===== src/rtl/delay_measurer.sv =====
// delay_measurer: measures the cycles from a start pulse to a stop pulse.
// It returns each result over a valid/ready handshake and keeps running
// min/max/count statistics over the measurements that did not time out.
module delay_measurer #(
  parameter int unsigned BW_COUNT      = 32,
  parameter int unsigned TIMEOUT_COUNT = 0,
  parameter int unsigned BW_NUM        = 16
) (
  input  logic                clk,
  input  logic                rstnn,
  input  logic                start,
  input  logic                stop,
  input  logic                clear,
  output logic                busy,
  output logic                result_valid,
  input  logic                result_ready,
  output logic [BW_COUNT-1:0] result_delay,
  output logic                result_timeout,
  output logic [BW_COUNT-1:0] min_delay,
  output logic [BW_COUNT-1:0] max_delay,
  output logic [BW_NUM-1:0]   num_measure
);

  localparam logic [BW_COUNT-1:0] TIMEOUT_VAL = BW_COUNT'(TIMEOUT_COUNT);
  localparam bit                  TIMEOUT_EN  = (TIMEOUT_COUNT != 0);

  typedef enum logic [1:0] {
    IDLE,
    RUN,
    HOLD
  } state_t;

  state_t              state;
  state_t              state_next;
  logic [BW_COUNT-1:0] counter;
  logic [BW_COUNT-1:0] counter_inc;
  logic                stop_hit;
  logic                timeout_hit;

  // Saturating increment. It is both the next counter value and the delay reported on a stop.
  always_comb begin
    counter_inc = (&counter) ? counter : counter + 1'b1;
  end

  // Next-state decode and the status outputs. A stop takes priority over a timeout in the same cycle.
  always_comb begin
    state_next   = state;
    stop_hit     = 1'b0;
    timeout_hit  = 1'b0;
    busy         = (state != IDLE);
    result_valid = (state == HOLD);
    unique case (state)
      IDLE: begin
        if (start) state_next = RUN;
      end
      RUN: begin
        if (stop) begin
          stop_hit   = 1'b1;
          state_next = HOLD;
        end else if (TIMEOUT_EN && (counter_inc == TIMEOUT_VAL)) begin
          timeout_hit = 1'b1;
          state_next  = HOLD;
        end
      end
      HOLD: begin
        if (result_ready) state_next = IDLE;
      end
      default: state_next = IDLE;
    endcase
  end

  // State register.
  always_ff @(posedge clk) begin
    if (!rstnn) state <= IDLE;
    else        state <= state_next;
  end

  // Delay counter. It clears when a start is accepted and counts while in RUN.
  always_ff @(posedge clk) begin
    if (!rstnn) begin
      counter <= '0;
    end else if ((state == IDLE) && start) begin
      counter <= '0;
    end else if (state == RUN) begin
      counter <= counter_inc;
    end
  end

  // Result registers. They load on entry to HOLD and hold until the handshake.
  always_ff @(posedge clk) begin
    if (!rstnn) begin
      result_delay   <= '0;
      result_timeout <= 1'b0;
    end else if (stop_hit) begin
      result_delay   <= counter_inc;
      result_timeout <= 1'b0;
    end else if (timeout_hit) begin
      result_delay   <= TIMEOUT_VAL;
      result_timeout <= 1'b1;
    end
  end

  // Statistics. Only stop-terminated results update them, and a clear in the same cycle discards the update.
  always_ff @(posedge clk) begin
    if (!rstnn || clear) begin
      min_delay   <= '1;
      max_delay   <= '0;
      num_measure <= '0;
    end else if (stop_hit) begin
      if (counter_inc < min_delay) min_delay <= counter_inc;
      if (counter_inc > max_delay) max_delay <= counter_inc;
      if (!(&num_measure)) num_measure <= num_measure + 1'b1;
    end
  end

endmodule


===== config.mk =====
export PLATFORM = sky130hd
export DESIGN_NAME = delay_measurer
export DESIGN_NICKNAME = d
export VERILOG_FILES = /design/src/rtl/delay_measurer.sv
export SDC_FILE = /design/constraint.sdc
export NUM_CORES = 1
export LEC_CHECK = 0
export ABC_AREA = 1
export CELL_PAD_IN_SITES_DETAIL_PLACEMENT = 0
export CELL_PAD_IN_SITES_GLOBAL_PLACEMENT = 2
export CORE_MARGIN = 2
export CORE_UTILIZATION = 32
export CTS_BUF_LIST = sky130_fd_sc_hd__clkbuf_8
export CTS_CLUSTER_DIAMETER = 80
export DETAILED_ROUTE_END_ITERATION = 16
export PLACE_DENSITY_LB_ADDON = 0.12
export RECOVER_POWER = 50
export SYNTH_ARGS = -nofsm -noshare
export SYNTH_HDL_FRONTEND = slang
export SYNTH_SLANG_ARGS = --single-unit

===== constraint.sdc =====
create_clock -name clk -period 3.9 [get_ports clk]
set_input_delay 0.39 -clock clk [delete_from_list [all_inputs] [get_ports clk]]
set_output_delay 0.39 -clock clk [all_outputs]
set_load 0.01 [all_outputs]

==> flow_summary.json <==
{
  "drtIter0Drc": 389,
  "numCtsBuffers": 17,
  "status": "completed",
  "arrival_ns": 4.08,
  "dp_hpwl_um": 17600,
  "crit_type": "reg -> reg",
  "design_area_um2": 10400,
  "synth_area_um2": 7920,
  "cts_tree": "built",
  "synth_warnings": 0,
  "synthSimpleGateAreaFrac": 0.199,
  "setup_viol": 0,
  "die_area_um2": 26000,
  "grtUsageTotal": 0.190,
  "synth.largest_area_cell": "dfxtp_1",
  "n_antenna_cell": 0,
  "synth_cells": 1074,
  "synth_fp_nets": 1145,
  "fin_cells": 1563,
  "relSlewSlack": 0.417,
  "synth_top_family_by_area": "simple AND/OR/NAND/NOR gates",
  "synth_top_cell_area_share": 0.369,
  "row_count": 57,
  "gp_congestion": 0.791,
  "worstPathRequired_ns": 4.26,
  "vias_per_cell": 4.70,
  "period_needed_ns": 3.72,
  "cp_top_family": "simple AND/OR/NAND/NOR gates",
  "layout_setup_ws_ns": 0.178,
  "dr.pass1.iters": 5,
  "cp-start-kind": "register",
  "synth.area.top_cells": "dfxtp_1 37%, ha_1 10%, inv_1 8.9%",
  "grt_pass1_vias": 6920,
  "overflow": 0,
  "hold_violations": 0,
  "post-synth-top-count-cell": "inv_1",
  "p_leak_nw": 5.12,
  "ys_ff_latch": 146,
  "grt_pass1_wl_um": 38600,
  "placedCellCount": 1515,
  "worst_pin_slew_ns": 0.873,
  "rrSetupSlack_ns": 0.18,
  "postRouteWirelength_um": 25400,
  "fin_crit_sh": 0.954,
  "synth_edf_count": 0,
  "cts_root_buf": "clkbuf_8",
  "clock_latency_ns": 0.47,
  "cts.sinks": 146,
  "worst-path-buf-inv": 5,
  "placement.io_buffers": 119,
  "grt_start_max_net_pins": 54,
  "dpl-instance-area_um2": 9670,
  "multi_input_area_um2": 4190,
  "clk_path_buf_depth": 2,
  "yosys-top-cells-count": "187 x inv_1, 146 x dfxtp_1, 129 x nand2_1, 113 x o21ai_0, 104 x a21oi_1",
  "crit_top_cell": "nand2_1",
  "final_nets": 1297,
  "drcViolationCount": 0,
  "area_growth_pct": 30.7,
  "postSynthAreaPerCell_um2": 7.38,
  "synthArstFlopShare": 0,
  "synthMuxAreaShare": 0,
  "ios": 121,
  "core_area_um2": 24300,
  "postCtsHoldBufs": 0,
  "ant_nets": 0,
  "ys_seq_area_frac": 0.369,
  "fillers": 2545,
  "crit_path_top_delay_cell": "dfxtp_1",
  "wire_per_inst_um": 16.3,
  "crit_path_max_incr_delay_ns": 0.42,
  "synthFlopType": "dfxtp_1",
  "p_total_w": 0.00346,
  "synth_compound_area_frac": 0.181,
  "register_area_um2": 2930,
  "antenna_found_initial": 0,
  "synth_cell_types": 40,
  "hold_class": "reg -> reg",
  "crit_fanout": 6,
  "place_worst_setup_slack_ns": -0.110,
  "p_per_area_nw_per_um2": 334,
  "ir_worst_vdd_v": 0.000184,
  "vias": 7347,
  "start_util": 0.326,
  "drv_slew": 0,
  "die_h_um": 161,
  "synthXorXnorAreaFrac": 0.0311,
  "end_kind": "register",
  "max_freq_mhz": 269,
  "clkTransAtPathRegs_ns": 0.09,
  "skew_ns": 0.0202,
  "cp_cell_sequence": "nand2_1 > nor2_1 > nand2_1 > nor2_2 > nand2_2 > nand4_1 > buf_4 > nor2_1 > xor2_1 > buf_4 > ha_1 > nand2_1 > nor4_4 > inv_2 > o21a_1 > a21oi_2 > clkinv_4 > clkbuf_16 > o21ai_0 > a21oi_1",
  "layout-drive-gt1-share": 0.109,
  "maxCapViolCount": 0,
  "synthAdderAreaFrac": 0.103,
  "h-tree-depth": 4,
  "die_w_um": 161
}
## layout by cell type, fill, tap and decap left out, types with 9 or more instances in the layout
master | Yosys | layout
o21ai_0 | 113 | 95
ha_1 | 65 | 64
nor3_1 | 12 | 9
nand3_1 | 82 | 82
nor2_1 | 74 | 70
nand2_2 | 7 | 10
buf_4 | 4 | 46
o21bai_1 | 29 | 29
nand2_1 | 129 | 126
o21ai_1 | 2 | 19
a21oi_1 | 104 | 103
dfxtp_1 | 146 | 143
xor2_1 | 25 | 23
dlygate4sd3_1 | 0 | 114
inv_1 | 187 | 185
clkbuf_8 | 1 | 19
nand4_1 | 12 | 12
## cell families after synthesis
logic type | count (synthesis)
flops | 146
simple gates | 340
compound gates | 262
xor+xnor | 26
other cells | 1
fa+ha+maj | 65
buf+inv | 234
## worst paths after layout
| check | startpoint | endpoint | cells after the start |
|---|---|---|---|
| worst min register to register | num_measure[8] | num_measure[8] | 2 |
| worst max-delay path | counter[16] | max_delay[21] | 20 |
| worst max register to register | counter[16] | max_delay[21] | 20 |
| worst min-delay path | num_measure[8] | num_measure[8] | 2 |
## tightest hold or removal path: stages, from the launching register on
cell	delay [ns]
dfxtp_1	0.33
inv_1	0.05
a21oi_1	0.05
## report_power, final
group,switching (W),leakage [nW],total [W],internal (W)
registers,0.0000421,1.19,0.00159,0.00155
logic,0.000384,3.73,0.000625,0.000241
clock network,0.000647,0.195,0.00125,0.000600
total,0.00107,5.12,0.00346,0.00239
## routing by layer
| metal | routed length [um] | global-route usage | vias to the layer above |
|---|---|---|---|
| li1 | - | - | 3813 |
| met1 | 12800 | 0.273 | 3392 |
| met2 | 11500 | 0.294 | 131 |
| met3 | 793 | 0.0308 | 11 |
| met4 | 289 | 0.0511 | 0 |
| met5 | 0 | 0 | - |
## area by class of cell
type / instances / area share
clock buffer: 19 / 0.0252
clock inverter: 13 / 0.0130
inverter: 189 / 0.0690
multi-input combinational: 694 / 0.404
sequential: 146 / 0.283
tap: 324 / 0.0391
timing repair buffer: 178 / 0.166
## flip-flops by register name, summed over array words and instances (netlist names)
name / count
counter: 32
max_delay: 32
min_delay: 32
result_delay: 32
num_measure: 16
state: 2
## stage by stage
step	utilization	setup TNS, ns	hold slack [ns]
2_1_floorplan	-	0	0.479
3_3_place_gp	0.398	-1.52	0.461
3_5_place_dp	0.398	-3.11	0.460
4_1_cts	0.415	0	0.475
5_1_grt	0.426	-1.08	0.501
6_report	0.426	0	0.468
## what timing repair did
item	CTS	global route
cloned	0	4
pin swaps	0	14
buffers inserted	0	12
resized for setup	3	47
setup endpoints to repair	32	64
Note: power is estimated with default switching activity, not from simulation.
